[config.mk]
export PLATFORM = sky130hd
export DESIGN_NAME = button_conditioner
export DESIGN_NICKNAME = d
export VERILOG_FILES = /design/src/rtl/button_conditioner.sv
export SDC_FILE = /design/constraint.sdc
export NUM_CORES = 1
export LEC_CHECK = 0
export CORE_UTILIZATION = 26
export CTS_CLUSTER_SIZE = 16
export DETAILED_ROUTE_END_ITERATION = 7
export GPL_TIMING_DRIVEN = 0
export HOLD_SLACK_MARGIN = 0.02
export SETUP_SLACK_MARGIN = 0.15
export SYNTH_ARGS = -nofsm -noshare
export SYNTH_HDL_FRONTEND = slang
export SYNTH_SLANG_ARGS = --single-unit
[constraint.sdc]
create_clock -name clock -period 3.3 [get_ports clock]
set_input_delay 0.495 -clock clock [delete_from_list [all_inputs] [get_ports clock]]
set_output_delay 0.495 -clock clock [all_outputs]
set_load 0.1 [all_outputs]
[src/rtl/button_conditioner.sv]
`default_nettype none
// ============================================================================
// Module   : button_conditioner
// Purpose  : Four-channel pushbutton synchroniser, debouncer and sticky
//            press-flag generator feeding the processor pushbuttons port.
// Revision : 1.0
// ============================================================================
module button_conditioner #(
    parameter int DEBOUNCE = 8,
    parameter int STICKY   = 1
) (
    input  logic       clock,
    input  logic       reset,
    input  logic [3:0] btn_raw,
    input  logic       rd_ack,
    output logic [3:0] level,
    output logic [3:0] press_pulse,
    output logic [3:0] pressed
);

    typedef enum logic [1:0] {
        LOW    = 2'd0,
        CHK_HI = 2'd1,
        HIGH   = 2'd2,
        CHK_LO = 2'd3
    } state_t;

    localparam logic [7:0] CNT_LAST = 8'(DEBOUNCE - 1);

    logic [3:0] s1;
    logic [3:0] sync;

    always_ff @(posedge clock or posedge reset) begin
        if (reset) begin
            s1   <= 4'b0000;
            sync <= 4'b0000;
        end else begin
            s1   <= btn_raw;
            sync <= s1;
        end
    end

    generate
        for (genvar ch = 0; ch < 4; ch++) begin : g_chan
            state_t     state;
            state_t     state_nxt;
            logic [7:0] cnt;
            logic [7:0] cnt_nxt;
            logic       level_q;
            logic       level_nxt;
            logic       pulse_q;
            logic       pulse_nxt;

            always_ff @(posedge clock or posedge reset) begin
                if (reset) begin
                    state   <= LOW;
                    cnt     <= 8'd0;
                    level_q <= 1'b0;
                    pulse_q <= 1'b0;
                end else begin
                    state   <= state_nxt;
                    cnt     <= cnt_nxt;
                    level_q <= level_nxt;
                    pulse_q <= pulse_nxt;
                end
            end

            // Any sample disagreeing with the candidate level restarts the count.
            always_comb begin
                state_nxt = state;
                cnt_nxt   = cnt;
                level_nxt = level_q;
                pulse_nxt = 1'b0;
                case (state)
                    LOW: begin
                        if (sync[ch]) begin
                            state_nxt = CHK_HI;
                            cnt_nxt   = 8'd1;
                        end
                    end
                    CHK_HI: begin
                        if (!sync[ch]) begin
                            state_nxt = LOW;
                            cnt_nxt   = 8'd0;
                        end else if (cnt == CNT_LAST) begin
                            state_nxt = HIGH;
                            cnt_nxt   = 8'd0;
                            level_nxt = 1'b1;
                            pulse_nxt = 1'b1;
                        end else begin
                            cnt_nxt = cnt + 8'd1;
                        end
                    end
                    HIGH: begin
                        if (!sync[ch]) begin
                            state_nxt = CHK_LO;
                            cnt_nxt   = 8'd1;
                        end
                    end
                    CHK_LO: begin
                        if (sync[ch]) begin
                            state_nxt = HIGH;
                            cnt_nxt   = 8'd0;
                        end else if (cnt == CNT_LAST) begin
                            state_nxt = LOW;
                            cnt_nxt   = 8'd0;
                            level_nxt = 1'b0;
                        end else begin
                            cnt_nxt = cnt + 8'd1;
                        end
                    end
                    default: begin
                        state_nxt = LOW;
                        cnt_nxt   = 8'd0;
                        level_nxt = 1'b0;
                    end
                endcase
            end

            assign level[ch]       = level_q;
            assign press_pulse[ch] = pulse_q;
        end
    endgenerate

    generate
        if (STICKY != 0) begin : g_sticky
            logic [3:0] flags;

            // A pulse in the acknowledge cycle survives: the new press wins.
            always_ff @(posedge clock or posedge reset) begin
                if (reset) begin
                    flags <= 4'b0000;
                end else begin
                    flags <= (flags & ~{4{rd_ack}}) | press_pulse;
                end
            end

            assign pressed = flags;
        end else begin : g_direct
            assign pressed = level;
        end
    endgenerate

endmodule
`default_nettype wire

==> out/metrics.csv, run 1 <==
stage,metric,value,unit
synthesis,"Top FF cell, synth",dfrtp_1,
worst_setup_path,critical path class,flip-flop to output port,
cells_and_area,Area growth syn-to-layout,20.7,%
worst_setup_path,crit path capture type,output port,
cells_and_area,cell area after layout,0.00333,mm2
floorplanning,Chip Width,105,um
synthesis,count of cell types in the netlist,42,
synthesis,syn_nets,269,
clocking,Post-CTS Setup Inserts,0,
floorplanning,Initial Util,0.267,
synthesis,top post-synthesis cells by area,"dfrtp_1, xor2_1, o21ai_0",
timing,smallest hold slack,347,ps
status,outcome,"finished, final reports clean",
worst_setup_path,critical path peak fanout,2,
pwr,Comb pwr share,0.231,
floorplanning,FP Rows,37,
timing,setup violators final,0,
timing,TNS Setup,0,ps
pwr,net switching power figure,0.719,mW
detailed_routing,Pre-antenna DRT Iters,4,
hold_path,Hold Crit Depth,0,
synthesis,Mean Syn Cell Area,10.7,um2
timing,Slew headroom,0.335,
timing,max frequency,0.408,GHz
place,GP Congestion,0.745,
worst_setup_path,WP data required,2800,ps
grt,initial antenna violation count,0,
hold_path,hold worst-path end,sync[2],
timing,Setup Skew,10.0,ps
clocking,clock root buffer,clkbuf_8,
synthesis,Yosys top cell by area,dfrtp_1,
worst_setup_path,CP arrival,1960,ps
detailed_routing,drt initial violations,65,
clocking,"Gates resized, CTS repair",0,
pwr,PD cells,634,mW/mm2
floorplanning,die area,0.0110,mm2
grt,gr ovfl total,0,
worst_setup_path,worst path cell trace,buf_4 > clkdlybuf4s50_1,
synthesis,Synth top area share,0.544,
pwr,Pint,1.40,mW
detailed_routing,Detail Route Antenna Nets,0,
pwr,Flop pwr share,0.456,
pwr,Clk network pwr share,0.314,
detailed_routing,drt wl/cell,11.6,um
timing,final number of hold-violating endpoints,0,
clocking,Clock Tree Buf Depth,2,
grt,first-pass GRT wire length,9.00,mm
synthesis,synthesis-stage register bit count,60,
floorplanning,Die Ht,105,um
clocking,Hold Buf Count CTS,0,
synthesis,"Seq/Total Area, Yosys",0.544,
clocking,"Reg clk slew, reported paths",70,ps
pwr,leakage,1.52,nW
timing,RSZ-0062 raised after global routing,no,
clocking,clock insertion delay at the later pin of the skew report,340,ps
synthesis,"EDFF count, synth",0,
clocking,TritonCTS Buffers,9,
clocking,clock sinks,60,
place,pre-CTS setup slack,1220,ps
grt,GR Util All Layers,0.103,
worst_setup_path,"delay-heaviest family, CP",buffers and inverters,
worst_setup_path,Worst Setup SP,g_chan[0].pulse_q,
place,HPWL after DPL,3.47,mm
worst_setup_path,worst-case reg-to-reg path depth,4,
clocking,CTS H-tree lvls,3,
floorplanning,core area,0.0103,mm2
worst_setup_path,CP max-delay cell,clkdlybuf4s50_1,
cells_and_area,# diodes,0,
hold_path,min-delay src,s1[2],
timing,max-slew violations,0,
timing,Final min period,2450,ps
detailed_routing,via/cell ratio,4.60,
timing,fin crit share,0.744,
cells_and_area,share of cells above drive strength 1,0.120,
pwr,Sw Ratio,0.340,
worst_setup_path,Buf/Inv on CP,2,
timing,final setup margin,846,ps
grt,pin count of the biggest net entering global routing,39,
timing,worst slew pin tran,995,ps
cells_and_area,number of nets in the layout,299,
grt,vias in the first global route,1991,
flow_run,max-cap viol count,0,
place,placed cell areas,0.00313,mm2
synthesis,Syn Inst Count,257,
detailed_routing,total number of vias,1967,
place,number of port buffers,18,
synthesis,"Cell Area, Synth",0.00276,mm2
detailed_routing,final wirelength,4.98,mm
worst_setup_path,crit-path max cell delay,1120,ps
synthesis,Synth async-reset ratio,1.00,
worst_setup_path,FF-to-FF End,g_chan[1].level_q,
worst_setup_path,Reg2Reg Setup Slack,1350,ps
hold_path,Hold Path Class,flip-flop to flip-flop,
worst_setup_path,r2r startpoint,g_chan[1].cnt[5],
clocking,CTS tree,yes,
synthesis,Yosys warning count,0,
floorplanning,IO Pins,19,
detailed_routing,DRC Markers,0,
pwr,Max IR drop VDD,0.000267,V
worst_setup_path,CP Launch Type,flip-flop,
## per-stage QoR
| stage | cells | total power [mW] | util |
|---|---|---|---|
| 2_1_floorplan | 257 | 1.34 | - |
| 3_3_place_gp | 411 | 1.44 | 0.301 |
| 3_5_place_dp | 412 | 1.47 | 0.303 |
| 4_1_cts | 428 | 2.15 | 0.323 |
| 5_1_grt | 428 | 2.26 | 0.323 |
| 6_report | 428 | 2.11 | 0.323 |
## cell usage in the layout, fill, tap and decap left out, drive strengths merged, types with 4 or more instances in the layout
| master | instances |
|---|---|
| nand2b | 5 |
| nand2 | 16 |
| o21ai | 18 |
| inv | 9 |
| buf | 9 |
| and3 | 10 |
| a31oi | 7 |
| a21o | 5 |
| xnor2 | 6 |
| a21oi | 10 |
| xor2 | 15 |
| nor2 | 20 |
| clkbuf | 13 |
| nor3 | 5 |
| ha | 5 |
| dfrtp | 60 |
| nand3 | 12 |
| clkdlybuf4s50 | 18 |
| a22o | 4 |
| o2111ai | 6 |
## final cells by class
type | count | area (um2)
multi-input combinational | 177 | 1150
timing repair buffer | 19 | 200
clock inverter | 6 | 63.8
fill | 1046 | 6990
buffer | 11 | 71.3
tap | 136 | 170
clock buffer | 10 | 138
sequential | 60 | 1500
inverter | 9 | 33.8
## logic make-up after synthesis
kind of cell / after synthesis / synth area share
xor gates and xnor gates: 21 / 0.0666
DFF: 60 / 0.544
buffers and inverters: 20 / 0.0381
adders and majority gates: 5 / 0.0227
AOI/OAI and AO/OA: 65 / 0.160
and+or+nand+nor: 85 / 0.165
muxes: 1 / 0.00408
## state kept, by name (all words and copies together), names as in the netlist, named ones only
| signal | count |
|---|---|
| g_chan.state | 4 |
| s1 | 4 |
| pressed | 4 |
| g_chan.pulse_q | 4 |
| g_chan.level_q | 4 |
| sync | 4 |
| g_chan.cnt | 32 |
## worst max-delay path by stage
| stage | to | cells after the start | slack (ps) |
|---|---|---|---|
| 4_1_cts | press_pulse[0] | 2 | 820 |
| 5_1_grt | press_pulse[0] | 2 | 790 |
| 3_3_place_gp | g_chan[3].cnt[6] | 2 | 200 |
| 3_5_place_dp | press_pulse[0] | 2 | 1220 |
| 6_report | press_pulse[0] | 2 | 850 |
| 2_1_floorplan | async pin | 1 | 1320 |
## cells in the mapped netlist, drive strengths merged, types with 2 or more instances
master   count
a211oi       3
or4          2
xor2        15
nand4        2
nor3         5
nor3b        3
o221ai       2
o21ai       18
a211o        2
nand2b       5
nor2        20
a31oi        7
and2         3
dfrtp       60
inv          9
o21a         3
a21oi       10
and3        10
o2111ai      6
nand3       12
ha           5
clkbuf       3
nand2       16
nor4b        2
xnor2        6
a22o         4
a21o         5
or3          2
buf          8
## power by group through the flow
stage	Combinational, mW	Sequential, mW	Clock [mW]
2_1_floorplan	0.383	0.953	0
3_3_place_gp	0.470	0.970	0
3_5_place_dp	0.494	0.976	0
4_1_cts	0.495	0.963	0.689
5_1_grt	0.557	0.986	0.715
6_report	0.487	0.963	0.663
## worst register-to-register path: stages, from the launching register on
cell      delay [ps]
dfrtp_1          410
or4_1            540
nor4b_1          540
nand2_1          170
o221ai_1         210
## per-layer routing
layer | up-vias | GRT usage | share of wire
li1 | 978 | - | -
met1 | 960 | 0.129 | 0.50
met2 | 22 | 0.160 | 0.46
met3 | 7 | 0.0393 | 0.032
met4 | 0 | 0.0362 | 0.0096
met5 | - | 0 | 0
No activity file was read; power rests on OpenSTA's default activity.
==> run 2, diff against run 1 <==
==> constraint.sdc (replaced) <==
create_clock -name clock -period 2 [get_ports clock]
set_input_delay 0.3 -clock clock [delete_from_list [all_inputs] [get_ports clock]]
set_output_delay 0.3 -clock clock [all_outputs]
set_load 0.1 [all_outputs]
==> out/metrics.csv, run 2 (synthesis gave the netlist of run 1 again) <==
stage,metric,value,unit,change
floorplanning,Die Ht,105,um,unchanged
detailed_routing,total number of vias,1976,,+0.46%
place,placed cell areas,0.00313,mm2,unchanged
pwr,Max IR drop VDD,0.000451,V,+69%
timing,fin crit share,0.923,,
cells_and_area,Largest Register,g_chan.cnt,,
grt,first-pass GRT wire length,8.98,mm,-0.31%
timing,max-slew violations,0,,unchanged
floorplanning,Chip Width,105,um,unchanged
floorplanning,core area,0.0103,mm2,unchanged
worst_setup_path,critical path class,flip-flop to flip-flop,,
worst_setup_path,Reg2Reg Setup Slack,150,ps,-1200 ps
grt,initial antenna violation count,0,,unchanged
detailed_routing,drt wl/cell,11.8,um,+1.3%
place,number of port buffers,18,,unchanged
timing,final number of hold-violating endpoints,0,,unchanged
worst_setup_path,Buf/Inv on CP,0,,-2
cells_and_area,cell area after layout,0.00339,mm2,+1.8%
worst_setup_path,CP Launch Type,flip-flop,,
clocking,Clock Tree Buf Depth,2,,unchanged
place,pre-CTS setup slack,36.9,ps,-1180 ps
timing,RSZ-0062 raised after global routing,yes,,
grt,pin count of the biggest net entering global routing,44,,+13%
worst_setup_path,worst path cell trace,or4_4 > or3_4 > a21oi_4 > o21ba_2,,
detailed_routing,drt initial violations,71,,+9.2%
detailed_routing,final wirelength,5.07,mm,+1.8%
timing,worst slew pin tran,579,ps,-416 ps
clocking,CTS H-tree lvls,3,,unchanged
worst_setup_path,crit-path max cell delay,580,ps,-540 ps
worst_setup_path,WP data required,2230,ps,-570 ps
clocking,clock root buffer,clkbuf_8,,
worst_setup_path,CP max-delay cell,or4_4,,
worst_setup_path,CP arrival,2070,ps,+110 ps
timing,smallest hold slack,269,ps,-77.5 ps
worst_setup_path,r2r startpoint,g_chan[1].cnt[5],,
pwr,PD cells,1020,mW/mm2,+61%
cells_and_area,final core occ,0.328,,+0.00570
flow_run,max-cap viol count,0,,unchanged
cells_and_area,share of cells above drive strength 1,0.187,,+0.0672
timing,Final min period,1850,ps,
cells_and_area,most frequent cells in the layout,"dfrtp_1, nor2_1, o21ai_0",,
status,outcome,"finished, final reports clean",,
worst_setup_path,FF-to-FF End,g_chan[1].cnt[7],,
cells_and_area,Area growth syn-to-layout,22.8,%,
place,HPWL after DPL,3.41,mm,-1.9%
timing,final setup margin,153,ps,-693 ps
clocking,TritonCTS Buffers,9,,unchanged
floorplanning,FP Rows,37,,unchanged
hold_path,Hold Path Class,input port to async pin,,
worst_setup_path,critical path peak fanout,5,,+3
cells_and_area,Layout fillers,1029,,-1.6%
timing,Setup Skew,7.87,ps,-2.15 ps
detailed_routing,via/cell ratio,4.60,,about the same
grt,vias in the first global route,1936,,-2.8%
worst_setup_path,Levels on crit path,4,,+2
cells_and_area,"most common cell after layout, fill and taps aside",dfrtp_1,,
clocking,clock insertion delay at the later pin of the skew report,330,ps,about the same
detailed_routing,Pre-antenna DRT Iters,5,,+1
clocking,"Reg clk slew, reported paths",70,ps,about the same
pwr,leakage,1.54,nW,+1.6%
cells_and_area,# diodes,0,,unchanged
grt,gr ovfl total,0,,unchanged
detailed_routing,Detail Route Antenna Nets,0,,unchanged
worst_setup_path,worst-case reg-to-reg path depth,4,,unchanged
timing,setup violators final,0,,unchanged
clocking,clock sinks,60,,unchanged
cells_and_area,max reg flops,32,,unchanged
floorplanning,Initial Util,0.267,,unchanged
timing,Slew headroom,0.611,,+0.277
place,GP Congestion,0.794,,+6.6%
clocking,CTS tree,yes,,
floorplanning,die area,0.0110,mm2,unchanged
detailed_routing,DRC Markers,0,,unchanged
cells_and_area,number of nets in the layout,301,,+0.67%
grt,GR Util All Layers,0.103,,+0.000213
worst_setup_path,crit path capture type,flip-flop,,
timing,max frequency,0.541,GHz,
floorplanning,IO Pins,19,,unchanged
worst_setup_path,"delay-heaviest family, CP",simple AND/OR/NAND/NOR gates,,
==> run 2: changes by cell type in the layout (fill, tap and decap cells not counted), moves of 2 or more <==
cell,previous run,this run
buf_4,8,10
clkdlybuf4s50_1,18,6
clkdlybuf4s15_2,0,8
clkbuf_1,3,6
nor4b_1,2,0
clkbuf_2,0,4
==> run 2: power breakdown <==
group / internal (mW) / switching, mW / leakage (nW)
sequential: 1.39 / 0.208 / 0.780
clock: 0.574 / 0.452 / 0.0866
combinational: 0.334 / 0.516 / 0.675
total: 2.30 / 1.18 / 1.54
==> run 2: final cells by class <==
class	count	area [um2]	share of cell area
Buffer	11	71.3	0.0210
Clock buffer	12	135	0.0399
Clock inverter	4	50.0	0.0148
Inverter	9	33.8	0.00996
Multi-Input combinational cell	177	1220	0.361
Sequential cell	60	1500	0.443
Tap cell	136	170	0.0502
Timing Repair Buffer	21	205	0.0605
==> run 2: metal layers <==
metal  GRT usage  part of all wire
met1       0.127              0.48
met2       0.161              0.46
met3      0.0449             0.042
met4      0.0332             0.013
met5           0                 0
==> run 2: repair_timing <==
item                       in CTS  in global routing
buffers inserted                1                  1
setup endpoints to repair      20                 17
resized for setup              37                 11
pin swaps                       1                  1
hold buffers                    0                  0
==> run 2: worst max-delay path by stage <==
stage                              endpoint  slack (ps)        startpoint
after detailed placement  g_chan[1].level_q          40  g_chan[1].cnt[5]
after global placement     g_chan[2].cnt[4]        -890             reset
after floorplan           g_chan[2].level_q         170  g_chan[2].cnt[4]
after global routing      g_chan[2].level_q         100  g_chan[2].cnt[7]
after CTS                 g_chan[2].level_q         150  g_chan[2].cnt[7]
final                      g_chan[1].cnt[7]         150  g_chan[1].cnt[5]
==> run 2: through the flow <==
stage	total power [mW]	instances	setup TNS (ps)
4_1_cts	3.49	429	0
3_5_place_dp	2.41	412	0
3_3_place_gp	2.38	411	-52940
2_1_floorplan	2.20	257	0
5_1_grt	3.74	430	0
6_report	3.47	430	0
==> run 2: worst reg2reg max path: cells and delay by family, from the launching register on <==
kind,cells,cell delay [ps]
flops,1,420
compound gates,2,380
simple gates,2,940
==> run 3, diff against run 2 <==
--- a/config.mk
+++ b/config.mk
@@ -5,7 +5,9 @@
 export SDC_FILE = /design/constraint.sdc
 export NUM_CORES = 1
 export LEC_CHECK = 0
+export CORE_ASPECT_RATIO = 0.5
 export CORE_UTILIZATION = 26
+export CTS_BUF_LIST = sky130_fd_sc_hd__clkbuf_4 sky130_fd_sc_hd__clkbuf_8
 export CTS_CLUSTER_SIZE = 16
 export DETAILED_ROUTE_END_ITERATION = 7
 export GPL_TIMING_DRIVEN = 0
==> out/metrics.csv, run 3 (synthesis gave the netlist of run 1 again) <==
stage,metric,value,unit,change
status,outcome,"finished, final reports clean",,
clocking,CTS tree,yes,,
worst_setup_path,CP max-delay cell,or4_4,,
timing,final setup margin,153,ps,-0.200 ps
cells_and_area,Multi-input gate area,0.00121,mm2,-0.72%
timing,RSZ-0062 raised after global routing,yes,,
clocking,clock sinks,60,,unchanged
place,GP Congestion,0.727,,-8.5%
detailed_routing,drt wl/cell,11.1,um,-6.2%
floorplanning,core area,0.0102,mm2,-0.74%
worst_setup_path,"delay-heaviest family, CP",simple AND/OR/NAND/NOR gates,,
detailed_routing,Pre-antenna DRT Iters,4,,-1
detailed_routing,wire length on met2,2.22,mm,-5.5%
hold_path,Hold Path Class,flip-flop to flip-flop,,
pwr,leakage,1.54,nW,+0.12%
timing,max-slew violations,0,,unchanged
cells_and_area,share of cells above drive strength 1,0.196,,+0.00887
floorplanning,die area,0.0111,mm2,+0.22%
worst_setup_path,Buf/Inv on CP,0,,unchanged
pwr,PD cells,994,mW/mm2,-2.9%
cells_and_area,# diodes,0,,unchanged
grt,gr ovfl total,0,,unchanged
clocking,Hold Buf Count CTS,0,,unchanged
timing,Slew headroom,0.369,,-0.242
timing,max frequency,0.541,GHz,about the same
place,number of port buffers,18,,unchanged
detailed_routing,final wirelength,4.82,mm,-4.9%
timing,Setup Skew,9.39,ps,+1.52 ps
floorplanning,IO Pins,19,,unchanged
grt,GR Util All Layers,0.0961,,-0.00676
clocking,TritonCTS Buffers,9,,unchanged
hold_path,min-delay src,s1[1],,
timing,final number of hold-violating endpoints,0,,unchanged
cells_and_area,most frequent cells in the layout,"dfrtp_1, nor2_1, o21ai_0",,
detailed_routing,drt initial violations,128,,+80%
place,placed cell areas,0.00314,mm2,+0.16%
worst_setup_path,critical path peak fanout,4,,-1
floorplanning,FP Rows,26,,-30%
cells_and_area,Storage cell area,0.00150,mm2,about the same
grt,vias in the first global route,1817,,-6.1%
detailed_routing,met1 wire length,2.41,mm,-1.3%
timing,worst slew pin tran,950,ps,+372 ps
cells_and_area,max reg flops,32,,unchanged
worst_setup_path,crit path capture type,flip-flop,,
cells_and_area,Layout fillers,1036,,+0.68%
grt,first-pass GRT wire length,8.24,mm,-8.2%
worst_setup_path,WP data required,2210,ps,-20 ps
floorplanning,Initial Util,0.269,,+0.00199
place,pre-CTS setup slack,33.4,ps,-3.45 ps
detailed_routing,via/cell ratio,4.48,,-2.4%
detailed_routing,Detail Route Antenna Nets,0,,unchanged
detailed_routing,Top Layer Used,met4,,
cells_and_area,Largest Register,g_chan.cnt,,
worst_setup_path,CP arrival,2060,ps,about the same
detailed_routing,DRC Markers,0,,unchanged
clocking,clock insertion delay at the later pin of the skew report,330,ps,about the same
flow_run,max-cap viol count,0,,unchanged
pwr,Design Power,3.38,mW,-2.6%
timing,fin crit share,0.924,,about the same
detailed_routing,met3 wire len,152,um,-29%
worst_setup_path,worst path cell trace,or4_4 > or4b_4 > a211o_1,,
timing,setup violators final,0,,unchanged
clocking,CTS H-tree lvls,3,,unchanged
grt,pin count of the biggest net entering global routing,35,,-20%
timing,Final min period,1850,ps,+0.200 ps
worst_setup_path,crit-path max cell delay,550,ps,-30 ps
worst_setup_path,critical path class,flip-flop to flip-flop,,
floorplanning,Chip Width,148,um,+41%
worst_setup_path,Worst Setup SP,g_chan[2].cnt[7],,
cells_and_area,"most common cell after layout, fill and taps aside",dfrtp_1,,
clocking,"Reg clk slew, reported paths",70,ps,about the same
cells_and_area,cell area after layout,0.00340,mm2,+0.30%
pwr,Max IR drop VDD,0.000336,V,-26%
cells_and_area,number of nets in the layout,304,,+1.0%
floorplanning,Die Ht,74.9,um,-29%
detailed_routing,total number of vias,1955,,-1.1%
cells_and_area,final core occ,0.332,,+0.00342
place,HPWL after DPL,3.28,mm,-3.6%
worst_setup_path,CP Launch Type,flip-flop,,
worst_setup_path,r2r startpoint,g_chan[2].cnt[7],,
clocking,Clock Tree Buf Depth,2,,unchanged
cells_and_area,Area growth syn-to-layout,23.2,%,
grt,initial antenna violation count,0,,unchanged
clocking,clock root buffer,clkbuf_8,,
[run 3: repair_timing]
action                                  in CTS  in global routing
pin swaps                                    2                  0
setup buffers                                3                  2
endpoints found under the setup margin      29                 18
resized for setup                           32                 13
[run 3: final cells by class]
class                           count  share of cell area
Buffer                             11              0.0210
Timing Repair Buffer               24              0.0695
Inverter                            9             0.00993
Clock inverter                      4             0.00809
Clock buffer                       11              0.0408
Multi-Input combinational cell    177               0.357
Tap cell                          140              0.0515
Sequential cell                    60               0.442
[run 3: final timing paths]
check / slack [ps] / cells past startpoint / endpoint
setup / recovery: 150 / 3 / g_chan[2].level_q
hold / removal: 340 / 0 / sync[1]
min in group asynchronous: 410 / 2 / g_chan[3].level_q
setup reg to reg: 150 / 3 / g_chan[2].level_q
max in group asynchronous: 1000 / 3 / g_chan[1].cnt[3]
hold reg to reg: 340 / 0 / sync[1]
[run 3: metal layers]
layer	up-vias	GRT usage
met4	0	0.0481
met1	943	0.119
met2	18	0.151
met3	2	0.0345
met5	-	0
li1	992	-
[run 3: power breakdown]
group	switching [mW]	internal, mW
logic	0.523	0.354
clock network	0.445	0.467
registers	0.203	1.39
[run 3: through the flow]
| stage | setup TNS [ps] | instances | hold slack, ps |
|---|---|---|---|
| after CTS | 0 | 434 | 335 |
| after detailed placement | 0 | 416 | 335 |
| after global routing | 0 | 436 | 342 |
| after global placement | -55230 | 415 | 334 |
| after floorplan | 0 | 257 | 331 |
| final | 0 | 436 | 337 |
